==> config.mk <==
export PLATFORM = sky130hd
export DESIGN_NAME = wb_stage
export DESIGN_NICKNAME = d
export VERILOG_FILES = /design/src/rtl/wb_pkg.sv /design/src/rtl/wb_scoreboard.sv /design/src/rtl/wb_stage.sv
export SDC_FILE = /design/constraint.sdc
export NUM_CORES = 1
export LEC_CHECK = 0
export CELL_PAD_IN_SITES_DETAIL_PLACEMENT = 0
export CELL_PAD_IN_SITES_GLOBAL_PLACEMENT = 2
export CORE_ASPECT_RATIO = 0.5
export CORE_UTILIZATION = 24
export CTS_CLUSTER_SIZE = 24
export DETAILED_ROUTE_END_ITERATION = 6
export PLACE_DENSITY_LB_ADDON = 0.1
export SETUP_SLACK_MARGIN = 0.1
export SKIP_CTS_REPAIR_TIMING = 1
export SYNTH_ARGS = -nofsm -noshare
export SYNTH_HDL_FRONTEND = slang
export SYNTH_HIERARCHICAL = 1
export SYNTH_SLANG_ARGS = --single-unit
export TNS_END_PERCENT = 20
==> constraint.sdc <==
create_clock -name clk -period 6.1 [get_ports clk]
set_clock_uncertainty 0.05 [all_clocks]
set_input_delay 0.61 -clock clk [delete_from_list [all_inputs] [get_ports clk]]
set_output_delay 0.61 -clock clk [all_outputs]
set_load 0.005 [all_outputs]
==> src/rtl/wb_pkg.sv <==
// Shared encodings for the writeback stage: RegSrc/RegDst selects and the link register index.
package wb_pkg;

    localparam logic [1:0] SRC_LINK = 2'b00;
    localparam logic [1:0] SRC_MEM  = 2'b01;
    localparam logic [1:0] SRC_ALU  = 2'b10;
    localparam logic [1:0] SRC_B    = 2'b11;

    localparam logic [1:0] DST_RS   = 2'b00;
    localparam logic [1:0] DST_RT   = 2'b01;
    localparam logic [1:0] DST_RD   = 2'b10;
    localparam logic [1:0] DST_LINK = 2'b11;

    localparam logic [2:0] LINK_REG = 3'd7;

    function automatic logic [2:0] decode_dst(input logic [1:0] regdst, input logic [15:0] instr);
        logic [2:0] dst;
        case (regdst)
            DST_RS:  dst = instr[10:8];
            DST_RT:  dst = instr[7:5];
            DST_RD:  dst = instr[4:2];
            default: dst = LINK_REG;
        endcase
        return dst;
    endfunction

endpackage

==> src/rtl/wb_scoreboard.sv <==
// Per-register pending-writer counters; busy flags and a sticky over/underflow error for decode.
module wb_scoreboard
    import wb_pkg::*;
#(
    parameter int NREG  = 8,
    parameter int CNT_W = 2
) (
    input  logic            clk,
    input  logic            rst,
    input  logic            iss_valid,
    input  logic [2:0]      iss_dst,
    input  logic            rel_valid,
    input  logic [2:0]      rel_dst,
    output logic [NREG-1:0] busy,
    output logic            err
);

    localparam logic [CNT_W-1:0] CNT_MAX = {CNT_W{1'b1}};
    localparam logic [NREG-1:0]  ONE_HOT = {{(NREG-1){1'b0}}, 1'b1};

    logic [CNT_W-1:0] cnt     [NREG];
    logic [CNT_W-1:0] cnt_nxt [NREG];
    logic [NREG-1:0]  inc_vec;
    logic [NREG-1:0]  dec_vec;
    logic             err_set;

    assign inc_vec = iss_valid ? (ONE_HOT << iss_dst) : '0;
    assign dec_vec = rel_valid ? (ONE_HOT << rel_dst) : '0;

    // Issue and release of the same register cancel; saturate at either end and flag it.
    always_comb begin
        err_set = 1'b0;
        for (int r = 0; r < NREG; r++) begin
            cnt_nxt[r] = cnt[r];
            if (inc_vec[r] && !dec_vec[r]) begin
                if (cnt[r] == CNT_MAX) err_set = 1'b1;
                else                   cnt_nxt[r] = cnt[r] + 1'b1;
            end else if (dec_vec[r] && !inc_vec[r]) begin
                if (cnt[r] == '0) err_set = 1'b1;
                else              cnt_nxt[r] = cnt[r] - 1'b1;
            end
        end
    end

    always_ff @(posedge clk) begin
        if (!rst) begin
            for (int r = 0; r < NREG; r++) cnt[r] <= '0;
            err <= 1'b0;
        end else begin
            for (int r = 0; r < NREG; r++) cnt[r] <= cnt_nxt[r];
            if (err_set) err <= 1'b1;
        end
    end

    always_comb begin
        for (int r = 0; r < NREG; r++) busy[r] = (cnt[r] != '0);
    end

endmodule

==> src/rtl/wb_stage.sv <==
// Writeback stage: latches the MEM/WB bundle into a one-cycle regfile write and tracks pending writers.
module wb_stage
    import wb_pkg::*;
#(
    parameter int NREG  = 8,
    parameter int CNT_W = 2
) (
    input  logic            clk,
    input  logic            rst,
    input  logic            iss_valid,
    input  logic [2:0]      iss_dst,
    input  logic            in_valid,
    input  logic            in_kill,
    input  logic            in_regwrt,
    input  logic [1:0]      in_regdst,
    input  logic [1:0]      in_regsrc,
    input  logic [15:0]     in_instr,
    input  logic [15:0]     in_pc_plus2,
    input  logic [15:0]     in_mem_data,
    input  logic [15:0]     in_alu_out,
    input  logic [15:0]     in_b_val,
    output logic            write_en,
    output logic [2:0]      write_reg,
    output logic [15:0]     write_data,
    output logic [NREG-1:0] busy,
    output logic            fwd_valid,
    output logic [2:0]      fwd_reg,
    output logic [15:0]     fwd_data,
    output logic            err
);

    logic [2:0]  dst_sel;
    logic [15:0] data_sel;
    logic        do_write;
    logic        release_v;

    assign dst_sel = decode_dst(in_regdst, in_instr);

    always_comb begin
        case (in_regsrc)
            SRC_LINK: data_sel = in_pc_plus2;
            SRC_MEM:  data_sel = in_mem_data;
            SRC_ALU:  data_sel = in_alu_out;
            default:  data_sel = in_b_val;
        endcase
    end

    // A killed bundle still frees its scoreboard slot; it just never reaches the regfile.
    assign do_write  = in_valid && !in_kill && in_regwrt;
    assign release_v = in_valid && in_regwrt;

    always_ff @(posedge clk) begin
        if (!rst) begin
            write_en   <= 1'b0;
            write_reg  <= '0;
            write_data <= '0;
        end else begin
            write_en <= do_write;
            if (do_write) begin
                write_reg  <= dst_sel;
                write_data <= data_sel;
            end
        end
    end

    assign fwd_valid = write_en;
    assign fwd_reg   = write_reg;
    assign fwd_data  = write_data;

    wb_scoreboard #(
        .NREG  (NREG),
        .CNT_W (CNT_W)
    ) u_scoreboard (
        .clk       (clk),
        .rst       (rst),
        .iss_valid (iss_valid),
        .iss_dst   (iss_dst),
        .rel_valid (release_v),
        .rel_dst   (dst_sel),
        .busy      (busy),
        .err       (err)
    );

endmodule
==> flow_summary.yaml, run 1 <==
routing:
  vias_per_cell: 4.569
  drt_iter0_drc: 108
  first_pass_iters: 4
  wl_per_cell_um: 14.61
  ant_nets: 0
  routed_wirelength_um: 7658
  route.detailed.drc: 0
  vias: 2394
timing:
  period_needed_ns: 3.231
  setup_slack_ns: 2.869
  setup_viol: 0
  slew_headroom_pct: 31.98
  fmax_ghz: 0.3095
  worst_pin_slew_ns: 1.017
  fin_tns_setup_ns: 0
  hold_viol: 0
  rsz0062_at_grt: "false"
  finalCritPeriodShare_pct: 52.97
  finalMaxSlewViolations: 0
logic_synthesis:
  synth.cell_area_sq_um: 2608
  yosys.area_share.simple_pct: 17.42
  synth-edff-count: 0
  synth_cells: 271
  ys_warn_count: 6
  yosysTopAreaCell: "dfxtp_1"
  synth_compound_area_share_pct: 18.76
  syn_avg_cell_area_sq_um: 9.622
  synth_seq_cells: 37
  synth_top_family_by_area: "compound AO/OA/AOI/OAI gates"
  synth-xor-area-share_pct: 0
  syn-num-nets: 380
  synthAdderAreaFrac_pct: 7.678
  synth_ff_type: "dfxtp_1"
  ys_seq_area_share_pct: 28.41
  ys_types: 38
  synth_top_area_share_pct: 28.41
  yosys-mux-area-fraction_pct: 16.75
  synthArstFlopShare_pct: 0
  synth.area.top_cells: "dfxtp_1 (28%), mux4_2 (8.6%), ha_1 (7.7%)"
worst_setup_path:
  critPathArrivalTime_ns: 3.35
  startpoint_type: "input pin"
  crit_type: "input pin to flop"
  crit_required_ns: 6.22
  reg2reg_slack_ns: 4.71
  cp-end-kind: "flop"
  reg2reg_depth: 4
  cp_max_fo: 6
layout:
  final_cells: 524
  layout_common_cells: "clkdlybuf4s50_1 (134), dfxtp_1 (37), nor2b_1 (23)"
  drive_gt1_share_pct: 5.990
  layout.nets: 493
  fillers: 1029
  layout_commonest_cell: "clkdlybuf4s50_1"
  multiInputGateArea_sq_um: 1585
  areaGrowthSynthToFinish_pct: 56.67
  n_antenna_cell: 0
  seq_area_sq_um: 740.7
pwr:
  leakage_nw: 1.587
  vdd_drop_max_mv: 0.06938
  power.density_nw_per_um2: 169.5
die:
  num_rows: 26
  coreArea_sq_um: 10380
  fp.dieW_um: 149.4
  io_pins: 142
  dieArea_sq_um: 11310
  die_y_um: 75.71
  start_util_pct: 25.13
placed_design:
  dp_cells: 517
  hpwl_um: 6092
  gp_congestion: 0.7216
  place_ws_ns: 2.554
  io_buffers: 134
cts:
  clkTransAtPathRegs_ns: 0.06
  cts.sinks: 37
  h-tree-depth: 2
  clock_path_buffers: 2
  cts_root_buf: "clkbuf_16"
  cts_inserted_buffers: 5
  cts_tree: "done"
  clk_latency_ns: 0.28
worst_hold_path:
  min_path_cells: 1
  hold_path_class: "flop to flop"
global_routing:
  grt_usage_pct: 13.63
  met2_usage_pct: 23.25
  overflow: 0
  antenna_found_initial: 0
  met1_usage_pct: 15.66
  grt_pass1_wl_um: 11490
  grt_max_degree: 21
  grtUsageMet3_pct: 6.647
  grt-busiest-layer: "met2"
  grt_pass1_vias: 2302
status:
  outcome: "finished clean"
flow_run:
  maxCapViolations: 0
[cells by family after synthesis]
kind of cell,after synthesis
muxes,21
DFF,37
AOI/OAI and AO/OA,70
and+or+nand+nor,78
buffers and inverters,49
adders and majority gates,16
[routing by layer]
metal | vias up | wire (um)
li1 | 1210 | -
met1 | 1105 | 3361
met2 | 72 | 3543
met3 | 7 | 693
met4 | 0 | 59
met5 | - | 0
[final cells by class]
cell class / count / area share [%]
multi-input combinational: 185 / 38.81
timing repair buffer: 135 / 33.02
sequential: 37 / 18.13
tap: 140 / 4.288
clock buffer: 5 / 3.063
inverter: 20 / 1.838
clock inverter: 2 / 0.8576
[final timing paths]
path                          startpoint                to
hold / removal               fwd_data[4]       fwd_data[4]
setup reg to reg  u_scoreboard/cnt[1][3]  u_scoreboard/err
hold reg to reg              fwd_data[4]       fwd_data[4]
setup / recovery            in_regdst[1]  u_scoreboard/err
[critical path: stages]
cell and delay (ns):
clkdlybuf4s50_1 0.53, mux2_2 0.36, o22a_1 0.28, nor2b_1 0.25, nand3_1 0.17, ha_1 0.27, and3_1 0.20, a31oi_1 0.21
nand4_1 0.16, o31a_1 0.32
[stage by stage]
stage          total power, W  hold slack (ns)  util (%)  instance area [sq um]
6_report            0.0006925           0.4567     39.37                   4085
2_1_floorplan       0.0003229           0.4327         -                   2608
3_3_place_gp        0.0004050           0.4357     37.82                   3925
3_5_place_dp        0.0004065           0.4436     37.82                   3925
5_1_grt             0.0007292           0.4933     39.37                   4085
4_1_cts             0.0007064           0.4643     39.37                   4085
[power breakdown]
group | internal [W] | switching (W) | leakage (nW)
Sequential | 0.000248 | 0.00000553 | 0.300
Combinational | 0.0000992 | 0.0000466 | 1.21
Clock | 0.000190 | 0.000103 | 0.0797
[synth_stat cells (all sizes together) (2+ instances only)]
library cell  instances
a21boi                8
a21oi                 2
a221oi                4
a22o                 19
a31oi                 5
and2                  2
buf                  25
clkbuf                4
dfxtp                37
ha                   16
inv                  20
mux2                  3
mux2i                 2
mux4                 16
nand2                10
nand2b                3
nand3                10
nand4                 3
nor2                  5
nor2b                23
nor3                  3
nor4b                 7
o21a                  3
o21ai                24
o22a                  3
or2                   8
(Power assumes the default switching activity.)
==> run 2, diff against run 1 <==
CORE_UTILIZATION = 22   (was 24)
clock period = 3.19 ns   (was 6.1 ns; I/O delays follow)
==> run 2 against run 1 <==
  * Hold slack improved by 0.0010 ns
  * Register-to-register slack got worse by 2.9 ns
  * Combinational power rose by 96%
  * Critical path depth did not move
  * Wire length rose by 5.5%
  * Die area rose by 8.9%
  * Critical path type unchanged
  * Highest routed layer unchanged
==> flow_summary.yaml, run 2 (synthesis gave the netlist of run 1 again) <==
timing:
  worst_pin_slew_ns: 0.7988
  setup_viol: 0
  finalMaxSlewViolations: 0
  rsz0062_at_grt: "false"
  setup_slack_ns: 0.3918
  finalCritPeriodShare_pct: 87.72
  fin_tns_setup_ns: 0
  slew_headroom_pct: 46.74
  worst_hold_slack_ns: 0.4577
  hold_viol: 0
  fmax_ghz: 0.3574
  period_needed_ns: 2.798
die:
  die_y_um: 78.98
  coreArea_sq_um: 11250
  fp.dieW_um: 156.0
  io_pins: 142
  num_rows: 27
  start_util_pct: 23.18
  dieArea_sq_um: 12320
worst_setup_path:
  crit_required_ns: 3.31
  reg2reg_slack_ns: 1.79
  cp-end-kind: "flop"
  reg2reg_to: "u_scoreboard/err"
  cp_max_fo: 4
  crit_type: "input pin to flop"
  regToRegStartpoint: "u_scoreboard/cnt[1][3]"
  crit_chain: "clkdlybuf4s50_1 > mux2_2 > o22a_1 > nor2b_1 > nand3_1 > ha_1 > and3_1 > a31oi_1 > nand4_1 > o31a_1"
  critPathArrivalTime_ns: 2.92
  cp_slowest_cell: "clkdlybuf4s50_1"
  max_stage_delay_ns: 0.54
  reg2reg_depth: 4
  endpoint: "u_scoreboard/err"
  startpoint_type: "input pin"
  startpoint: "in_regdst[1]"
cts:
  h-tree-depth: 2
  clk_latency_ns: 0.29
  clock_path_buffers: 2
  cts.sinks: 37
  cts_root_buf: "clkbuf_16"
  clkTransAtPathRegs_ns: 0.06
  cts_inserted_buffers: 5
  cts_tree: "done"
routing:
  wl_per_cell_um: 14.72
  first_pass_iters: 4
  vias: 2412
  route.detailed.drc: 0
  ant_nets: 0
  vias_per_cell: 4.393
  drt_iter0_drc: 109
  routed_wirelength_um: 8080
pwr:
  vdd_drop_max_mv: 0.1340
  p_sw_share_pct: 24.69
  leakage_nw: 1.595
  p_clk_share_pct: 39.4
  seq_power_share_pct: 38.1
  combPwrFrac_pct: 22.5
  p_int_w: 0.0009581
  switchingPower_w: 0.0003140
  power.density_nw_per_um2: 308.0
layout:
  layout_commonest_cell: "clkdlybuf4s50_1"
  areaGrowthSynthToFinish_pct: 58.40
  layout_common_cells: "clkdlybuf4s50_1 (134), dfxtp_1 (37), nor2b_1 (23)"
  layout.nets: 498
  drive_gt1_share_pct: 7.179
  n_antenna_cell: 0
  final_cells: 549
  fillers: 1125
global_routing:
  grt_pass1_vias: 2511
  grt_usage_pct: 13.76
  grt_max_degree: 21
  overflow: 0
  antenna_found_initial: 0
  grt_pass1_wl_um: 12970
placed_design:
  gp_congestion: 0.7776
  dp_cells: 541
  io_buffers: 134
  hpwl_um: 6396
  place_ws_ns: 0.1019
status:
  outcome: "finished clean"
flow_run:
  maxCapViolations: 0
worst_hold_path:
  hold_path_class: "flop to flop"
run 2: cell types whose count changed in the layout (fill, tap and decap cells not counted), sizes merged:
cell,change
clkinvlp,+2
clkbuf,+1
buf,+5
clkinv,-1
bufinv,-1
run 2: worst min path at each step:
stage / from / end / cells past startpoint / slack (ns)
after floorplan: rst / u_scoreboard/cnt[1][7] / 1 / 0.42
after global placement: fwd_data[4] / fwd_data[4] / 1 / 0.44
after detailed placement: fwd_data[4] / fwd_data[4] / 1 / 0.45
after CTS: fwd_data[0] / fwd_data[0] / 1 / 0.47
after global routing: fwd_data[0] / fwd_data[0] / 1 / 0.49
final: fwd_data[0] / fwd_data[0] / 1 / 0.46
run 2: stage by stage:
step,cell area [sq um],utilization [%],total power [W]
2_1_floorplan,2608,-,0.0006174
3_3_place_gp,3986,35.44,0.0007815
3_5_place_dp,3986,35.44,0.0007847
4_1_cts,4130,36.71,0.001301
5_1_grt,4130,36.71,0.001344
6_report,4130,36.71,0.001272
run 2: power by group through the flow:
stage	clock network, W	registers, W	logic, W
2_1_floorplan	0	0.000494	0.000123
3_3_place_gp	0	0.000495	0.000287
3_5_place_dp	0	0.000495	0.000289
4_1_cts	0.000525	0.000485	0.000291
5_1_grt	0.000547	0.000487	0.000310
6_report	0.000501	0.000485	0.000286
run 2: layer usage:
metal | wire length (um) | part of all wire, % | global-route usage (%)
met5 | 0 | 0 | 0
met4 | 56 | 0.69 | 3.333
met3 | 752 | 9.3 | 6.386
met2 | 3677 | 46 | 22.54
met1 | 3594 | 44 | 16.30
run 2: final cells by class:
class	instances	area [sq um]	area share, %
inverters	20	75.07	1.818
multi-input cells	185	1585	38.38
clock inverters	2	15.01	0.3635
flip-flops and latches	37	740.7	17.93
repair buffers	140	1386	33.57
clock buffers	6	128.9	3.120
well taps	159	198.9	4.817
run 2: worst max-delay path: cells and delay by family:
kind,cells,cell delay [ns]
and+or+nand+nor,4,0.74
adders and majority gates,1,0.23
AOI/OAI and AO/OA,3,0.74
muxes,1,0.35
buffers and inverters,1,0.54
